$ cat config.mk
export PLATFORM = sky130hd
export DESIGN_NAME = pll_reconfig_ctrl
export DESIGN_NICKNAME = d
export VERILOG_FILES = /design/src/rtl/pll_reconfig_ctrl.sv
export SDC_FILE = /design/constraint.sdc
export NUM_CORES = 1
export LEC_CHECK = 0
export ABC_AREA = 1
export BUFFER_PORTS_ARGS = -buffer_cell sky130_fd_sc_hd__buf_4
export CAP_MARGIN = 40
export CORE_MARGIN = 3
export CORE_UTILIZATION = 59
export DETAILED_ROUTE_END_ITERATION = 8
export PLACE_DENSITY = 0.8
export SYNTH_ARGS = -nofsm -noshare
export SYNTH_HDL_FRONTEND = slang
export SYNTH_SLANG_ARGS = --single-unit
$ cat constraint.sdc
create_clock -name clk_in -period 3.1 [get_ports clk_in]
set_input_delay 0.31 -clock clk_in [delete_from_list [all_inputs] [get_ports clk_in]]
set_output_delay 0.31 -clock clk_in [all_outputs]
set_load 0.05 [all_outputs]
$ cat src/rtl/pll_reconfig_ctrl.sv
// PLLE2_ADV CLKOUT0 divide reconfiguration over DRP, plus PLL/SoC reset sequencing.
// Runs on the PLL input clock; the SoC stays in reset until LOCKED has been stable.
module pll_reconfig_ctrl #(
    parameter int         RST_HOLD_CYCLES    = 16,
    parameter int         LOCK_STABLE_CYCLES = 64,
    parameter int         LOCK_TIMEOUT       = 65535,
    parameter int         DRP_TIMEOUT        = 255,
    parameter logic [6:0] ADDR_REG1          = 7'h08,
    parameter logic [6:0] ADDR_REG2          = 7'h09
) (
    input  logic        clk_in,
    input  logic        reset,
    input  logic        req,
    input  logic [6:0]  req_div,
    output logic        busy,
    output logic        done,
    output logic        err,
    output logic [6:0]  drp_daddr,
    output logic        drp_den,
    output logic        drp_dwe,
    output logic [15:0] drp_di,
    input  logic [15:0] drp_do,
    input  logic        drp_drdy,
    input  logic        pll_locked,
    output logic        pll_rst,
    output logic        soc_reset
);

    typedef enum logic [3:0] {
        PWRUP_HOLD, IDLE, RST_HOLD,
        RD1, WAIT_RD1, WR1, WAIT_WR1,
        RD2, WAIT_RD2, WR2, WAIT_WR2,
        RELEASE, WAIT_LOCK
    } state_t;

    localparam logic [15:0] HOLD_LAST   = 16'(RST_HOLD_CYCLES - 1);
    localparam logic [15:0] STABLE_LAST = 16'(LOCK_STABLE_CYCLES - 1);
    localparam logic [15:0] LOCK_LAST   = 16'(LOCK_TIMEOUT - 1);
    localparam logic [15:0] DRP_LAST    = 16'(DRP_TIMEOUT - 1);

    state_t      state_reg, state_next;
    logic [15:0] cnt_reg, cnt_next;
    logic [15:0] stable_reg, stable_next;
    logic [6:0]  div_reg, div_next;
    logic [15:0] rd_data_reg, rd_data_next;
    logic        report_reg, report_next;
    logic        lk_meta_reg, lk_s_reg, lk_prev_reg;
    logic        pll_rst_reg, pll_rst_next;
    logic        soc_reset_reg, soc_reset_next;
    logic        done_reg, done_next;
    logic        err_reg, err_next;
    logic [6:0]  daddr_reg, daddr_next;
    logic        den_reg, den_next;
    logic        dwe_reg, dwe_next;
    logic [15:0] di_reg, di_next;

    logic [5:0]  high_f, low_f;
    logic        edge_f, nocnt_f;
    logic [15:0] reg1_new, reg2_new;
    logic        div_ok;

    assign div_ok = (req_div != 7'd0) && (req_div != 7'h7F);

    // Divide of 1 bypasses the counter; otherwise odd divides use the edge bit.
    always_comb begin
        if (div_reg == 7'd1) begin
            high_f  = 6'd1;
            low_f   = 6'd1;
            edge_f  = 1'b0;
            nocnt_f = 1'b1;
        end else begin
            high_f  = div_reg[6:1];
            low_f   = 6'(div_reg - {1'b0, div_reg[6:1]});
            edge_f  = div_reg[0];
            nocnt_f = 1'b0;
        end
    end

    assign reg1_new = {rd_data_reg[15:12], high_f, low_f};
    assign reg2_new = {rd_data_reg[15:8], edge_f, nocnt_f, rd_data_reg[5:0]};

    always_ff @(posedge clk_in or posedge reset) begin
        if (reset) begin
            state_reg     <= PWRUP_HOLD;
            cnt_reg       <= '0;
            stable_reg    <= '0;
            div_reg       <= '0;
            rd_data_reg   <= '0;
            report_reg    <= 1'b0;
            lk_meta_reg   <= 1'b0;
            lk_s_reg      <= 1'b0;
            lk_prev_reg   <= 1'b0;
            pll_rst_reg   <= 1'b1;
            soc_reset_reg <= 1'b1;
            done_reg      <= 1'b0;
            err_reg       <= 1'b0;
            daddr_reg     <= '0;
            den_reg       <= 1'b0;
            dwe_reg       <= 1'b0;
            di_reg        <= '0;
        end else begin
            state_reg     <= state_next;
            cnt_reg       <= cnt_next;
            stable_reg    <= stable_next;
            div_reg       <= div_next;
            rd_data_reg   <= rd_data_next;
            report_reg    <= report_next;
            lk_meta_reg   <= pll_locked;
            lk_s_reg      <= lk_meta_reg;
            lk_prev_reg   <= lk_s_reg;
            pll_rst_reg   <= pll_rst_next;
            soc_reset_reg <= soc_reset_next;
            done_reg      <= done_next;
            err_reg       <= err_next;
            daddr_reg     <= daddr_next;
            den_reg       <= den_next;
            dwe_reg       <= dwe_next;
            di_reg        <= di_next;
        end
    end

    always_comb begin
        state_next     = state_reg;
        cnt_next       = cnt_reg;
        stable_next    = stable_reg;
        div_next       = div_reg;
        rd_data_next   = rd_data_reg;
        report_next    = report_reg;
        pll_rst_next   = pll_rst_reg;
        soc_reset_next = soc_reset_reg;
        done_next      = 1'b0;
        err_next       = err_reg;
        daddr_next     = daddr_reg;
        den_next       = 1'b0;
        dwe_next       = 1'b0;
        di_next        = di_reg;

        unique case (state_reg)
            PWRUP_HOLD: begin
                cnt_next = cnt_reg + 16'd1;
                if (cnt_reg == HOLD_LAST) begin
                    pll_rst_next = 1'b0;
                    report_next  = 1'b0;
                    cnt_next     = '0;
                    stable_next  = '0;
                    state_next   = WAIT_LOCK;
                end
            end
            IDLE: begin
                if (req && div_ok) begin
                    err_next       = 1'b0;
                    soc_reset_next = 1'b1;
                    pll_rst_next   = 1'b1;
                    div_next       = req_div;
                    report_next    = 1'b1;
                    cnt_next       = '0;
                    state_next     = RST_HOLD;
                end else if (req) begin
                    err_next  = 1'b1;
                    done_next = 1'b1;
                end else if (lk_prev_reg && !lk_s_reg && !pll_rst_reg) begin
                    // Lock lost on its own: hold the SoC and wait for relock silently.
                    soc_reset_next = 1'b1;
                    report_next    = 1'b0;
                    cnt_next       = '0;
                    stable_next    = '0;
                    state_next     = WAIT_LOCK;
                end
            end
            RST_HOLD: begin
                cnt_next = cnt_reg + 16'd1;
                if (cnt_reg == HOLD_LAST) begin
                    state_next = RD1;
                end
            end
            RD1, RD2: begin
                den_next   = 1'b1;
                daddr_next = (state_reg == RD1) ? ADDR_REG1 : ADDR_REG2;
                cnt_next   = '0;
                state_next = (state_reg == RD1) ? WAIT_RD1 : WAIT_RD2;
            end
            WR1, WR2: begin
                den_next   = 1'b1;
                dwe_next   = 1'b1;
                daddr_next = (state_reg == WR1) ? ADDR_REG1 : ADDR_REG2;
                di_next    = (state_reg == WR1) ? reg1_new : reg2_new;
                cnt_next   = '0;
                state_next = (state_reg == WR1) ? WAIT_WR1 : WAIT_WR2;
            end
            WAIT_RD1, WAIT_WR1, WAIT_RD2, WAIT_WR2: begin
                cnt_next = cnt_reg + 16'd1;
                if (drp_drdy) begin
                    rd_data_next = drp_do;
                    unique case (state_reg)
                        WAIT_RD1: state_next = WR1;
                        WAIT_WR1: state_next = RD2;
                        WAIT_RD2: state_next = WR2;
                        default:  state_next = RELEASE;
                    endcase
                end else if (cnt_reg == DRP_LAST) begin
                    // PLL is left in reset until software retries.
                    err_next       = 1'b1;
                    done_next      = 1'b1;
                    pll_rst_next   = 1'b1;
                    soc_reset_next = 1'b1;
                    state_next     = IDLE;
                end
            end
            RELEASE: begin
                pll_rst_next = 1'b0;
                cnt_next     = '0;
                stable_next  = '0;
                state_next   = WAIT_LOCK;
            end
            WAIT_LOCK: begin
                cnt_next    = cnt_reg + 16'd1;
                stable_next = lk_s_reg ? stable_reg + 16'd1 : 16'd0;
                if (lk_s_reg && stable_reg == STABLE_LAST) begin
                    soc_reset_next = 1'b0;
                    done_next      = report_reg;
                    state_next     = IDLE;
                end else if (cnt_reg == LOCK_LAST) begin
                    err_next       = 1'b1;
                    done_next      = 1'b1;
                    soc_reset_next = 1'b1;
                    state_next     = IDLE;
                end
            end
            default: state_next = PWRUP_HOLD;
        endcase
    end

    assign busy      = (state_reg != IDLE);
    assign done      = done_reg;
    assign err       = err_reg;
    assign drp_daddr = daddr_reg;
    assign drp_den   = den_reg;
    assign drp_dwe   = dwe_reg;
    assign drp_di    = di_reg;
    assign pll_rst   = pll_rst_reg;
    assign soc_reset = soc_reset_reg;

endmodule
## After elaboration in Yosys (flattened, before gate mapping)

Index checks and enable logic that the tools add are counted.

- Add/sub/neg operators: 3
- Equal/unequal tests: 34
- Mux-type cells: 58
- Reduce and logical (&&, ||, !) cells: 30

Operator list:

| cell | number |
|---|---|
| case mux 16 bit (4 select lines) | 2 |
| 2-to-1 mux 16 bit | 7 |
| 2-to-1 mux 4 bit | 11 |
| adder 16 x 1 -> 16 bit, second input constant | 2 |
| case mux 4 bit (8 select lines) | 1 |
| 2-to-1 mux 1 bit | 27 |
| == test 4 bit, second input constant | 5 |
| inequality test 2 bit, second input constant | 10 |
| AND reduction 6 bit | 3 |
| == test 16 bit, second input constant | 1 |
| == test 16 x 4 -> 1 bit, second input constant | 1 |
| == test 16 x 6 -> 1 bit, second input constant | 1 |
| == test 16 x 8 -> 1 bit, second input constant | 1 |
| == test 4 x 3 -> 1 bit, second input constant | 4 |
| inequality test 3 bit, second input constant | 5 |
| case mux 7 bit (2 select lines) | 1 |
| 2-to-1 mux 12 bit | 1 |
| 2-to-1 mux 6 bit | 2 |
| case mux 4 bit (3 select lines) | 1 |
| nonzero test 4 bit | 3 |
| AND reduction 5 bit | 2 |
| case mux 1 bit (3 select lines) | 3 |
| == test 4 x 2 -> 1 bit, second input constant | 2 |
| OR reduction 4 bit | 2 |
| other kinds (19) | 27 |

- Register bits after elaboration: 92
- Bits of input ports: 28
- Output and inout port bits: 30
- Logic and storage cells: 142

## Depth between registers and ports, before layout

Gate-level depths: netlist of the first run.

- Depth in word-level cells: 7
- Gate-level depth with buffers: 12

## Worst setup path after synthesis of the first run

No wires, ideal clock.

- Path kind: register to register
- Start: register div_reg[1]
- End: register di_reg[4], in the netlist drp_di[4]
- Library setup time: 0.077 ns
- Data arrival time: 1.521 ns
- Setup slack: 1.502 ns
- Stages on the path, launching flop included: 11
- Cells stage by stage: dfrtp_1 ha_1 inv_1 fa_1 nand2_1 nand2_1 nand2_1 nand2_1 a21oi_1 o21ai_0 a21oi_1

- Word-level cells in the longest chain between the ends: 3

Ends and longest elaborated chain:

| item | RTL line | text |
|---|---|---|
| start, declared | 44 | `logic [6:0] div_reg, div_next;` |
| start signal, assigned | 105 | `div_reg <= div_next;` |
| subtractor 6 bit / == test 7 x 1 -> 1 bit (equally long branches) | 73, 66 |  |
| 2-to-1 mux 6 bit * | 66 | `if (div_reg == 7'd1) begin` |
| 2-to-1 mux 12 bit * | 186 | `di_next = (state_reg == WR1) ? reg1_new : reg2_new;` |
| end signal, assigned | 118 | `di_reg <= di_next;` |
| end, declared | 55 | `logic [15:0] di_reg, di_next;` |

Mark *: on every way between the ends. The rest lies on a longest branch, timed or not.
A chain may end at the register's enable or synchronous reset.

## Worst setup path in the final report of the first run

- Start: register lk_s_reg
- End: register cnt_reg[11]

- Word-level cells in the longest chain between the ends: 5

Ends and longest elaborated chain:

| item | RTL line | text |
|---|---|---|
| start, declared | 47 | `logic lk_meta_reg, lk_s_reg, lk_prev_reg;` |
| start signal, assigned | 109 | `lk_s_reg <= lk_meta_reg;` |
| logical NOT 1 bit | 161 | `end else if (lk_prev_reg && !lk_s_reg && !pll_rst_reg) begin` |
| logical AND 1 bit (2 in series) | 161 |  |
| inequality test 3 bit (no line) | - |  |
| AND reduction 3 bit (no line) | - |  |
| end signal, assigned | 103 | `cnt_reg <= cnt_next;` |
| end, declared | 42 | `logic [15:0] cnt_reg, cnt_next;` |

No other way between the ends.

==> results.py, run 1 <==
metrics = {
    "logic_synthesis": {
        "yosys.area_share.simple_pct": 32.2,
        "ys_warn_count": 0,
        "synth_fa_ha_area_share_pct": 3.15,
        "synth-seq-cells": 85,
        "syn-cell-area_um2": 5000,
        "synth_seq_area_share_pct": 42.5,
        "muxShareOfSynthArea_pct": 0,
        "synth_compound_area_share_pct": 11.0,
        "synthXorXnorAreaFrac_pct": 2.10,
        "synth_cell_types": 44,
        "syn_inst": 686,
        "synth_top_family_by_area": "simple AND/OR/NAND/NOR gates",
        "syn_avg_cell_area_um2": 7.30,
    },
    "global_route": {
        "track_usage_pct": 25.2,
        "first_global_vias": 4565,
        "grt_pass1_wl_um": 20200,
        "grt_max_degree": 48,
        "grt_antenna_before_repair": 0,
        "grt-ovfl-total": 0,
    },
    "critical_path": {
        "cp_data_arrival_time_ns": 2.42,
        "max_stage_delay_ns": 0.60,
        "endpoint_kind": "flop",
        "start_kind": "flop",
        "worstSetupPathType": "reg -> reg",
        "crit_buf_inv": 3,
        "cp_max_fo": 16,
        "cp_slowest_cell": "dfrtp_1",
        "required_ns": 3.36,
        "crit_family": "compound AO/OA/AOI/OAI gates",
        "path_cells": "inv_1 > nand3b_1 > o21ai_2 > inv_2 > a21oi_2 > inv_2 > nand2_1 > nand2_1",
    },
    "power": {
        "p_total_uw": 2070,
        "pwr_density_cell_nw_per_um2": 365,
        "p_leak_uw": 0.00298,
        "peakVddDrop_mv": 0.211,
    },
    "clock_network": {
        "cts_setup_buffers": 0,
        "clkSinkCount": 85,
        "ctsResizeCount": 0,
        "cts_tree": "yes",
        "cts_root_buf": "clkbuf_8",
        "clk_latency_ns": 0.36,
        "cts_inserted_buffers": 9,
        "clockBufferDepth": 2,
        "postCtsHoldBufs": 0,
        "clk_pin_slew_ns": 0.09,
        "htreeDepth": 3,
    },
    "floorplan": {
        "die_area_um2": 9620,
        "die_width_um": 98.1,
        "coreArea_um2": 7970,
        "start_util_pct": 62.8,
        "die_y_um": 98.1,
        "io_pins": 58,
        "num_rows": 32,
    },
    "detailed_routing": {
        "wirelength_um": 11600,
        "wl_per_cell_um": 13.8,
        "drtPass1Iterations": 4,
        "routed-via-count": 4587,
        "drtAntennaViolNets": 0,
        "via_per_inst": 5.45,
        "drtIter0Drc": 188,
        "drcViolationCount": 0,
    },
    "timing": {
        "tns_ns": 0,
        "fmax_mhz": 462,
        "slew_viol_final": 0,
        "timing.final.crit_share_pct": 69.8,
        "finalSetupViolations": 0,
        "max-slew-margin-rel_pct": 60.0,
        "rsz0062_at_grt": "false",
        "period_needed_ns": 2.16,
        "finClkSkew_ns": 0.00894,
        "finalHoldViolCount": 0,
        "tightest_slew_ns": 0.600,
    },
    "cells_and_area": {
        "final_util_pct": 71.1,
        "multiInputGateArea_um2": 2440,
        "layout-drive-gt1-share_pct": 14.1,
        "final_cells": 841,
        "fill_cells": 666,
        "n_antenna_cell": 0,
        "nets": 775,
        "syn2layout_area_growth_pct": 13.3,
        "final_common_cell": "nand2_1",
        "layout_common_cells": "nand2_1, dfrtp_1, inv_1",
        "regArea_um2": 2130,
    },
    "min_path": {
        "hold_class": "in -> reg",
    },
    "place": {
        "numPortBuffers": 50,
        "gp_congestion": 0.926,
        "dp_cells": 826,
        "dp_hpwl_um": 8490,
    },
    "run": {
        "maxCapViolCount": 0,
    },
    "run_status": {
        "outcome": "completed",
    },
}
-- logic make-up (layout without fill, tap and decap cells) --
| logic type | after synthesis | in the layout |
|---|---|---|
| simple gates | 371 | 371 |
| other cells | 1 | 5 |
| fa+ha+maj | 12 | 12 |
| buf+inv | 108 | 157 |
| flops | 85 | 85 |
| xor+xnor | 12 | 12 |
| compound gates | 97 | 97 |
-- per-layer routing --
layer,vias up,global-route usage [%],share of wire [%]
li1,2304,-,-
met5,-,0,0
met2,105,42.1,49
met3,25,3.79,4.1
met1,2153,32.6,45
met4,0,10.6,2.4
-- synth_stat cells --
cell type / instances / area [um^2]
nand2_1: 211 / 792
dfrtp_1: 83 / 2080
inv_1: 77 / 289
nor2_1: 63 / 236
nand3_1: 44 / 220
o21ai_0: 32 / 160
a21oi_1: 28 / 140
nand4_1: 28 / 175
o21ai_1: 14 / 70.1
ha_1: 11 / 138
inv_2: 11 / 41.3
xor2_1: 11 / 96.3
buf_2: 9 / 45.0
buf_4: 6 / 45.0
nand2_2: 5 / 31.3
o21bai_1: 5 / 37.5
clkbuf_1: 4 / 15.0
nor2_2: 4 / 25.0
o221ai_1: 4 / 35.0
or2_2: 4 / 25.0
nor3_1: 3 / 15.0
o21a_1: 3 / 22.5
a22oi_1: 2 / 15.0
dfstp_2: 2 / 52.6
nand2_4: 2 / 22.5
nand3_2: 2 / 20.0
a21o_1: 1 / 7.51
a21oi_2: 1 / 8.76
a31oi_1: 1 / 6.26
and2_1: 1 / 6.26
buf_6: 1 / 11.3
conb_1: 1 / 3.75
fa_1: 1 / 20.0
nand3_4: 1 / 17.5
nand3b_1: 1 / 7.51
nor2_4: 1 / 11.3
o2111ai_1: 1 / 8.76
o211ai_1: 1 / 7.51
o21ai_2: 1 / 8.76
o22ai_1: 1 / 6.26
o31ai_1: 1 / 7.51
o41ai_1: 1 / 8.76
or2_1: 1 / 6.26
xnor2_1: 1 / 8.76
-- stage by stage --
stage,setup WS (ns),hold slack [ns],cell area [um^2]
finish,0.936,0.0544,5670
CTS,0.954,0.0589,5670
floorplan,0.600,0.331,5020
detailed placement,0.978,0.345,5460
global route,0.678,0.0486,5670
global placement,1.04,0.333,5430
-- worst paths after layout --
check / start / endpoint / slack, ns / depth (start not counted)
worst max-delay path: lk_s_reg / cnt_reg[11] / 0.94 / 8
worst min-delay path: pll_locked / lk_meta_reg / 0.05 / 1
worst max register to register: lk_s_reg / cnt_reg[11] / 0.94 / 8
worst min register to register: lk_meta_reg / lk_s_reg / 0.36 / 0
max in group asynchronous: reset / pll_rst / 2.37 / 4
min in group asynchronous: reset / drp_den / 0.07 / 3
-- layout make-up --
type,count,area share (%)
timing repair buffer,54,7.51
tap,102,2.25
multi-input combinational,497,43.1
sequential,85,37.6
inverter,88,5.85
clock inverter,6,1.52
clock buffer,9,2.19
-- power by group --
group | switching [uW] | internal (uW) | total (uW)
clock network | 417 | 450 | 867
logic | 51.3 | 29.9 | 81.2
registers | 6.96 | 1110 | 1120
total | 475 | 1590 | 2070
No activity file was read; power rests on OpenSTA's default activity.
==> run 2: changes to the inputs <==
--- a/config.mk
+++ b/config.mk
@@ -9,9 +9,9 @@
 export BUFFER_PORTS_ARGS = -buffer_cell sky130_fd_sc_hd__buf_4
 export CAP_MARGIN = 40
 export CORE_MARGIN = 3
-export CORE_UTILIZATION = 59
+export CORE_UTILIZATION = 53
 export DETAILED_ROUTE_END_ITERATION = 8
-export PLACE_DENSITY = 0.8
+export PLACE_DENSITY = 0.76
 export SYNTH_ARGS = -nofsm -noshare
 export SYNTH_HDL_FRONTEND = slang
 export SYNTH_SLANG_ARGS = --single-unit
==> constraint.sdc (replaced) <==
create_clock -name clk_in -period 1.9 [get_ports clk_in]
set_input_delay 0.19 -clock clk_in [delete_from_list [all_inputs] [get_ports clk_in]]
set_output_delay 0.19 -clock clk_in [all_outputs]
set_load 0.05 [all_outputs]
==> run 2 against run 1 <==
Net effect:
- sequential power increased by 63%
- die area increased by 11%
- core utilization decreased by 6.3 points
- clock power increased by 51%
- non-clock buffer count increased by 15
- first-iteration DRC count increased by 60%
- final cell count increased by 2.5%
- worst setup slack got worse by 0.78 ns
- maximum frequency increased by 24%
- critical path type unchanged
==> results.py, run 2 (synthesized netlist as in run 1, its figures left out) <==
metrics = {
    "run_status": {
        "outcome": "completed",
    },
    "global_route": {
        "grt_antenna_before_repair": 0,
        "grt_pass1_wl_um": 19400,
        "grt_use_met1_pct": 30.6,
        "first_global_vias": 4287,
        "grt-ovfl-total": 0,
        "grt_util_met2_pct": 37.4,
        "grt_max_degree": 86,
        "track_usage_pct": 22.9,
        "grtUsageMet3_pct": 4.43,
        "grt-busiest-layer": "met2",
    },
    "detailed_routing": {
        "drtAntennaViolNets": 0,
        "drtPass1Iterations": 4,
        "routed-via-count": 4564,
        "drtIter0Drc": 300,
        "via_per_inst": 5.29,
        "wl_per_cell_um": 13.2,
        "wirelength_um": 11400,
        "drcViolationCount": 0,
    },
    "clock_network": {
        "cts_root_buf": "clkbuf_8",
        "cts_inserted_buffers": 9,
        "clk_pin_slew_ns": 0.09,
        "cts_tree": "yes",
        "htreeDepth": 3,
        "clk_latency_ns": 0.36,
        "clockBufferDepth": 2,
        "clkSinkCount": 85,
    },
    "cells_and_area": {
        "final_common_cell": "nand2_1",
        "fill_cells": 773,
        "layout_common_cells": "nand2_1, dfrtp_1, inv_1",
        "layout-drive-gt1-share_pct": 16.2,
        "n_antenna_cell": 0,
        "nets": 790,
        "final_cells": 862,
        "final_area_um2": 5790,
        "syn2layout_area_growth_pct": 15.7,
    },
    "critical_path": {
        "endpoint_kind": "flop",
        "cp_max_fo": 11,
        "crit_buf_inv": 1,
        "required_ns": 2.14,
        "path_cells": "ha_1 > nand3_1 > nor2_1 > nand2_2 > nand2_1 > nand3_2 > inv_4 > o21ai_0",
        "cp_slowest_cell": "dfrtp_1",
        "worst-r2r-cell-count": 8,
        "r2r_start": "cnt_reg[0]",
        "r2r-end": "stable_reg[4]",
        "max_stage_delay_ns": 0.43,
        "start_kind": "flop",
        "cp_data_arrival_time_ns": 1.99,
        "worstSetupPathType": "reg -> reg",
        "reg2reg_setup_slack_ns": 0.15,
        "crit_family": "simple AND/OR/NAND/NOR gates",
    },
    "place": {
        "placedInstanceArea_um2": 5550,
        "dp_cells": 844,
        "gp_congestion": 0.897,
        "numPortBuffers": 50,
        "dp_hpwl_um": 8440,
    },
    "timing": {
        "fmax_mhz": 572,
        "slew_viol_final": 0,
        "timing.final.crit_share_pct": 92.0,
        "finalHoldViolCount": 0,
        "period_needed_ns": 1.75,
        "tns_ns": 0,
        "rsz0062_at_grt": "false",
        "finClkSkew_ns": 0.0153,
        "finalSetupViolations": 0,
    },
    "floorplan": {
        "die_area_um2": 10600,
        "num_rows": 34,
        "die_width_um": 103,
        "start_util_pct": 56.0,
        "coreArea_um2": 8930,
        "io_pins": 58,
        "die_y_um": 103,
    },
    "power": {
        "pwr_density_cell_nw_per_um2": 565,
        "p_total_uw": 3270,
        "p_leak_uw": 0.00303,
        "peakVddDrop_mv": 0.398,
    },
    "run": {
        "maxCapViolCount": 0,
    },
    "min_path": {
        "hold_class": "in -> reg",
        "holdCritStartpoint": "drp_do[2]",
        "holdPathEnd": "rd_data_reg[2]",
        "min_path_cells": 3,
    },
}
==> run 2: changes by cell type in the layout (fill, tap and decap cells not counted), moves of 2 or more <==
cell,change
buf_4,+13
clkinv_2,-3
clkinvlp_4,+2
dlygate4sd3_1,+2
nand2_1,-2
nand2_2,+2
==> run 2: worst reg2reg max path, delay by kind of cell (launching register included) <==
family                     cells  cell delay, ns
and+or+nand+nor                5            0.74
DFF                            1            0.43
adders and majority gates      1            0.19
buffers and inverters          1            0.17
AOI/OAI and AO/OA              1            0.09
==> run 2: power breakdown <==
part | leakage, uW | total, uW | switching, uW | internal (uW)
combinational | 0.00184 | 141 | 90.2 | 50.4
clock | 0.0000923 | 1310 | 698 | 612
sequential | 0.00110 | 1820 | 5.85 | 1820
==> run 2: layout make-up <==
type	instances	area, um^2	share of cell area [%]
clock buffer	9	124	2.14
clock inverter	6	71.3	1.23
inverter	88	337	5.81
multi-input combinational	497	2460	42.4
sequential	85	2130	36.8
tap	108	135	2.33
timing repair buffer	69	536	9.25
==> run 2: how the worst max path moves through the flow <==
stage,startpoint,end,cells past startpoint
after detailed placement,div_reg[1],drp_di[4],10
after global placement,cnt_reg[1],stable_reg[4],8
final,cnt_reg[0],stable_reg[4],8
after global routing,cnt_reg[10],stable_reg[4],8
after floorplan,div_reg[1],drp_di[4],10
after CTS,div_reg[1],drp_di[4],10
==> run 2: timing repair <==
action	CTS	global route
hold endpoints to repair	84	0
buffers inserted	0	1
resized for setup	0	8
hold buffers	2	0
setup endpoints to repair	0	19
==> run 2: stage by stage <==
step	hold WS, ns	utilization (%)	setup slack [ns]
3_5_place_dp	0.301	62.1	0.0816
4_1_cts	0.0189	64.5	0.0668
2_1_floorplan	0.221	-	0.302
3_3_place_gp	0.300	62.1	0.120
6_report	0.0162	64.8	0.152
5_1_grt	0.0158	64.8	0.0128
==> run 2: metal layers <==
layer | part of all wire [%] | vias to the layer above
met5 | 0 | -
met4 | 2.1 | 0
met3 | 4.8 | 19
met2 | 48 | 103
met1 | 45 | 2117
li1 | - | 2325
